===== config.mk =====
export PLATFORM = sky130hd
export DESIGN_NAME = mem_arbiter
export DESIGN_NICKNAME = d
export VERILOG_FILES = /design/src/rtl/mem_arbiter.sv
export SDC_FILE = /design/constraint.sdc
export NUM_CORES = 1
export LEC_CHECK = 0
export BUFFER_PORTS_ARGS = -buffer_cell sky130_fd_sc_hd__buf_2
export CAP_MARGIN = 0
export CORE_MARGIN = 10
export CORE_UTILIZATION = 25
export CTS_CLUSTER_DIAMETER = 150
export DETAILED_ROUTE_END_ITERATION = 7
export GPL_TIMING_DRIVEN = 0
export MAX_ROUTING_LAYER = met4
export PLACE_DENSITY = 0.75
export RECOVER_POWER = 50
export SETUP_SLACK_MARGIN = 0.15
export SYNTH_ARGS = -nofsm -noshare
export SYNTH_HDL_FRONTEND = slang
export SYNTH_SLANG_ARGS = --single-unit
export TNS_END_PERCENT = 1

===== constraint.sdc =====
create_clock -name clk -period 1.7 [get_ports clk]
set_input_delay 0.255 -clock clk [delete_from_list [all_inputs] [get_ports clk]]
set_output_delay 0.255 -clock clk [all_outputs]
set_load 0.05 [all_outputs]

===== src/rtl/mem_arbiter.sv =====
// Two-requester (fetch/data) arbiter onto a single-port 1-cycle-latency memory; grant is same-cycle combinational, response N+1.
// Data normally wins; a fetch that has lost MAX_WAIT consecutive cycles wins next. Losers simply hold req until granted.
module mem_arbiter #(
    parameter int ADDR_WIDTH = 12,
    parameter int MAX_WAIT   = 4
) (
    input  logic                  clk,
    input  logic                  rst,

    input  logic                  i_req,
    input  logic [ADDR_WIDTH-1:0] i_addr,
    output logic                  i_gnt,
    output logic                  i_rvalid,
    output logic [31:0]           i_rdata,

    input  logic                  d_req,
    input  logic                  d_we,
    input  logic [3:0]            d_wstrb,
    input  logic [ADDR_WIDTH-1:0] d_addr,
    input  logic [31:0]           d_wdata,
    output logic                  d_gnt,
    output logic                  d_rvalid,
    output logic [31:0]           d_rdata,

    output logic                  mem_en,
    output logic [3:0]            mem_we,
    output logic [ADDR_WIDTH-1:0] mem_addr,
    output logic [31:0]           mem_wdata,
    input  logic [31:0]           mem_rdata
);

    localparam logic [3:0] LP_MAX_WAIT = 4'(MAX_WAIT);

    logic [3:0] r_wait_cnt;
    logic       r_i_owner;
    logic       r_d_owner;
    logic       w_fetch_wins;

    // Fetch wins when alone, or when it has been starved for MAX_WAIT cycles.
    assign w_fetch_wins = i_req && (!d_req || (r_wait_cnt == LP_MAX_WAIT));

    assign i_gnt     = !rst && w_fetch_wins;
    assign d_gnt     = !rst && d_req && !w_fetch_wins;

    assign mem_en    = i_gnt || d_gnt;
    assign mem_we    = (d_gnt && d_we) ? d_wstrb : 4'b0000;
    assign mem_addr  = d_gnt ? d_addr : i_addr;
    assign mem_wdata = d_gnt ? d_wdata : 32'h0;

    always_ff @(posedge clk) begin
        if (rst) begin
            r_wait_cnt <= 4'd0;
            r_i_owner  <= 1'b0;
            r_d_owner  <= 1'b0;
        end else begin
            r_i_owner <= i_gnt;
            r_d_owner <= d_gnt;
            if (!i_req || i_gnt) begin
                r_wait_cnt <= 4'd0;
            end else if (r_wait_cnt != LP_MAX_WAIT) begin
                r_wait_cnt <= r_wait_cnt + 4'd1;
            end
        end
    end

    // Gated by rst so a response already registered when reset arrives is never seen.
    assign i_rvalid = r_i_owner && !rst;
    assign d_rvalid = r_d_owner && !rst;
    assign i_rdata  = mem_rdata;
    assign d_rdata  = mem_rdata;

endmodule

# Yosys cells after proc, flatten, opt, wreduce, memory -nomap -nowiden
# Index checks and enable logic that the tools add are counted.
[classes]
n_addsub = 1
n_mul = 0
div_mod_pow = 0
order_cmp = 0
n_eq_ne = 2
shift = 0
mux = 3
bitwise = 0
n_reduce_logical = 15
[op_table]
columns = ["cell", "n"]
rows = [
  ["$mux W32", 1],
  ["$mux W12", 1],
  ["$logic_and A1 B1 Y1", 7],
  ["$add A4 B1 Y4 const B", 1],
  ["$eq A4 B3 Y1 const B", 1],
  ["$logic_not A1 Y1", 4],
  ["$mux W4", 1],
  ["$ne A4 B3 Y1 const B", 1],
  ["$logic_or A1 B1 Y1", 3],
  ["$reduce_or A2 Y1", 1],
]
[word_totals]
reg_bits = 6
latchBits = 0
ram_bits = 0
mem_bits_ro = 0
elab_cells = 24
mem_count = 0

# Depth between registers and ports, before layout
[logic_depth]
word_depth = 7
depth_mapped = 7
ltp_nobuf = 5

# Least setup slack after synthesis
# OpenSTA, ideal clock, no wires.
[synth_path]
kind = "flip-flop to output port"
from = "reg r_wait_cnt[0]"
to = "out mem_wdata[18]"
arrival_ps = 1998
required_ps = 1445
setup_slack_ps = -553
path_stages_with_launch = 7
n_path_buf = 1
path_cell_list = "dfxtp_1 -> inv_1 -> ha_1 -> nand3b_4 -> o211a_4 -> clkbuf_1 -> and2_1"
[synth_via]
elab_chain_cells = 6
[synth_rtl]
columns = ["element", "line_no", "rtl"]
rows = [
  ["start, declared", "34", "logic [3:0] r_wait_cnt;"],
  ["start signal, assigned", "61", "r_wait_cnt <= r_wait_cnt + 4'd1;"],
  ["$eq A4 B3 Y1", "40", "assign w_fetch_wins = i_req && (!d_req || (r_wait_cnt == LP_MAX_WAIT));"],
  ["$logic_or A1 B1 Y1", "40", ""],
  ["$logic_and A1 B1 Y1", "40", ""],
  ["$logic_not A1 Y1", "43", "assign d_gnt = !rst && d_req && !w_fetch_wins;"],
  ["$logic_and A1 B1 Y1", "43", ""],
  ["via d_gnt", "21", "output logic d_gnt,"],
  ["$mux W32", "48", "assign mem_wdata = d_gnt ? d_wdata : 32'h0;"],
  ["end, declared", "28", "output logic [31:0] mem_wdata,"],
]
# The timed path passes the listed nets, and every way through them passes these cells.

# Final worst setup path
[layout_path]
from = "reg r_wait_cnt[1]"
to = "out mem_addr[11]"
[layout_via]
elab_chain_cells = 6
[layout_rtl]
columns = ["element", "line_no", "rtl"]
rows = [
  ["$eq A4 B3 Y1", "40", ""],
  ["$logic_or A1 B1 Y1", "40", ""],
  ["$logic_and A1 B1 Y1", "40", ""],
  ["$logic_not A1 Y1", "43", ""],
  ["$logic_and A1 B1 Y1", "43", ""],
  ["$mux W12", "47", "assign mem_addr = d_gnt ? d_addr : i_addr;"],
  ["end, declared", "27", "output logic [ADDR_WIDTH-1:0] mem_addr,"],
]
# No other way between the ends.

==> results.toml <==
[outcome]
status = "finished with violations"
violations = "negative setup slack"

[clock_network]
cts_sinks = 6
cts_buffers = 3
ctsHtreeMaxLevel = 1
path_clk_slew_ns = 0.04
cts_tree = "done"
root_buffer = "clkbuf_8"
clockBufferDepth = 2
clk_latency_ns = 0.22

[worst_setup_path]
path_max_fanout = 5
path_cells = "inv_2 -> ha_4 -> nand3b_4 -> o211a_4 -> buf_12 -> mux2_4 -> buf_8"
end_kind = "output port"
crit_type = "register to output port"
cpLargestDelayFamily = "buffers and inverters"
critPathMaxStageDelay_ns = 0.32
cp.required_ns = 1.44
cp_slowest_cell = "dfxtp_2"
worst-path-buf-inv = 3
critPathLaunchType = "register"
worstPathArrival_ns = 1.75

[sta]
rsz0062_at_grt = "true"
min_period_ns = 2.00
fmax_mhz = 499
fin_crit_sh_pct = 118
fin_tns_setup_ns = -11.58
whs_ns = 0.309
finalHoldViolations = 0
setup_ws_ns = -0.303
slew_headroom_pct = 59.5
drv_slew = 0
finClkSkew_ns = 0.00182
tightestPinTransition_ns = 0.611
setup-violations-final = 49

[synthesis]
synth-simple-area-share_pct = 24.2
synth_compound_gate_area_share_pct = 3.48
ys_warn_count = 0
synthesis.area_um2 = 1220
muxShareOfSynthArea_pct = 15.6
synthXorXnorAreaFrac_pct = 0.716
synth-adder-area-share_pct = 2.05
synth_top_family_by_area = "buffers and inverters"
syn_nets = 247
ys_seq_area_share_pct = 9.83
syn_inst = 148
synth_seq_cells = 6
netlist-cell-type-count = 19
syn_avg_cell_area_um2 = 8.26

[final_layout]
final_cell_mix = "buf_2, buf_4, clkbuf_1"
drive_gt1_share_pct = 82.5
final_nets = 438
multi_input_area_um2 = 652
fillers = 417
area.growth.synth_to_final_pct = 120
final_util_pct = 57.0
regArea_um2 = 123
layout_commonest_cell = "buf_2"

[die]
initial_core_util_pct = 25.9
boundaryPins = 214
coreArea_um2 = 4720
die_y_um = 89.9
die-area_um2 = 8090
rows = 25
die_w_um = 89.9

[route]
vias = 1596
drc = 0
wirelength_mm = 6.46
drt_iter0_markers = 26
wl_per_cell_um = 15.9
drt-pass1-iter-count = 4
drt-vias-per-instance = 3.94
antenna_left = 0

[power_and_ir_drop]
power_w = 0.00141
p_leak_nw = 1.50
p_per_area_nw_per_um2 = 525
ir_drop_mv = 0.291

[global_route]
grt_max_degree = 11
antenna_found_initial = 0
grt_pass1_wl_mm = 9.93
grt_util_all_layers_pct = 15.0
overflow = 0
grt_pass1_vias = 1830

[place]
place_hpwl_mm = 5.52
place.gp.congestion = 0.710
detailedPlace.worstSlack_ns = -0.225
port_buffers = 181

[worst_hold_path]
hold_path.class = "input pin to register"

[job]
timing.max_cap.violations = 0
[report_power, final]
group	leakage [nW]	switching, W	internal (W)
logic	1.43	0.000663	0.000393
registers	0.0498	0.00000117	0.000145
clock network	0.0216	0.0000571	0.000152
total	1.50	0.000722	0.000690
[Yosys cell counts, drive strengths merged]
master | n | area share (%)
o211a | 2 | 2.3
a211oi | 2 | 1.2
mux2 | 12 | 15
nand3b | 1 | 1.6
dfxtp | 6 | 9.8
xnor2 | 1 | 0.72
buf | 67 | 42
nor2 | 7 | 2.1
clkbuf | 2 | 0.61
mux2i | 1 | 0.82
and2 | 32 | 16
ha | 2 | 2.0
nand3 | 1 | 0.41
nand4 | 1 | 0.51
nor2b | 2 | 1.0
inv | 5 | 1.5
and3 | 4 | 2.0
[final timing paths]
path	start	end	cells past startpoint	slack (ns)
setup / recovery	r_wait_cnt[1]$_SDFFE_PP0N_	mem_addr[11]	7	-0.30
hold / removal	rst	r_i_owner$_SDFF_PP0_	2	0.31
setup reg to reg	r_wait_cnt[1]$_SDFFE_PP0N_	r_wait_cnt[3]$_SDFFE_PP0N_	6	0.56
hold reg to reg	r_wait_cnt[0]$_SDFFE_PP0N_	r_wait_cnt[0]$_SDFFE_PP0N_	2	0.51
[kinds of logic after synthesis]
family / count (synthesis)
flip-flops: 6
multiplexers: 13
adder cells (fa/ha/maj): 2
buffers and inverters: 74
AND/OR/NAND/NOR: 48
XOR/XNOR: 1
AO/OA/AOI/OAI: 4
[worst register-to-register path, delay by kind of cell, from the launching register on]
| family | cells | cell delay [ns] |
|---|---|---|
| buffers and inverters | 2 | 0.18 |
| adder cells (fa/ha/maj) | 1 | 0.16 |
| flip-flops | 1 | 0.33 |
| AND/OR/NAND/NOR | 3 | 0.39 |
[per-stage QoR]
step           cells  area [µm²]
3_3_place_gp     396        2300
2_1_floorplan    148        1310
5_1_grt          404        2690
6_report         405        2690
4_1_cts          403        2690
3_5_place_dp     396        2300
[timing repair]
item                       CTS  global route
pin swaps                    3             6
hold buffers                 0             0
setup endpoints to repair   50            50
gates resized for setup    101             9
gates cloned                 1             0
setup buffers                4             1
[layer usage]
| metal | track usage (%) | vias to the layer above | wire (µm) |
|---|---|---|---|
| met3 | 5.32 | 4 | 660 |
| met4 | 2.39 | 0 | 35 |
| met1 | 14.7 | 701 | 2220 |
| li1 | - | 782 | - |
| met5 | - | - | 0 |
| met2 | 28.1 | 109 | 3540 |
[registers in the layout (all words and copies together) (netlist names)]
| name | count |
|---|---|
| r_d_owner | 1 |
| r_i_owner | 1 |
| r_wait_cnt | 4 |
[layout make-up]
class | instances | share of cell area, %
antenna | 1 | 0.0930
buffer | 68 | 20.0
clock buffer | 3 | 1.53
inverter | 5 | 0.698
multi-input combinational | 68 | 24.2
sequential | 6 | 4.56
tap | 67 | 3.12
timing repair buffer | 187 | 45.8
Note: power is estimated with default switching activity, not from simulation.
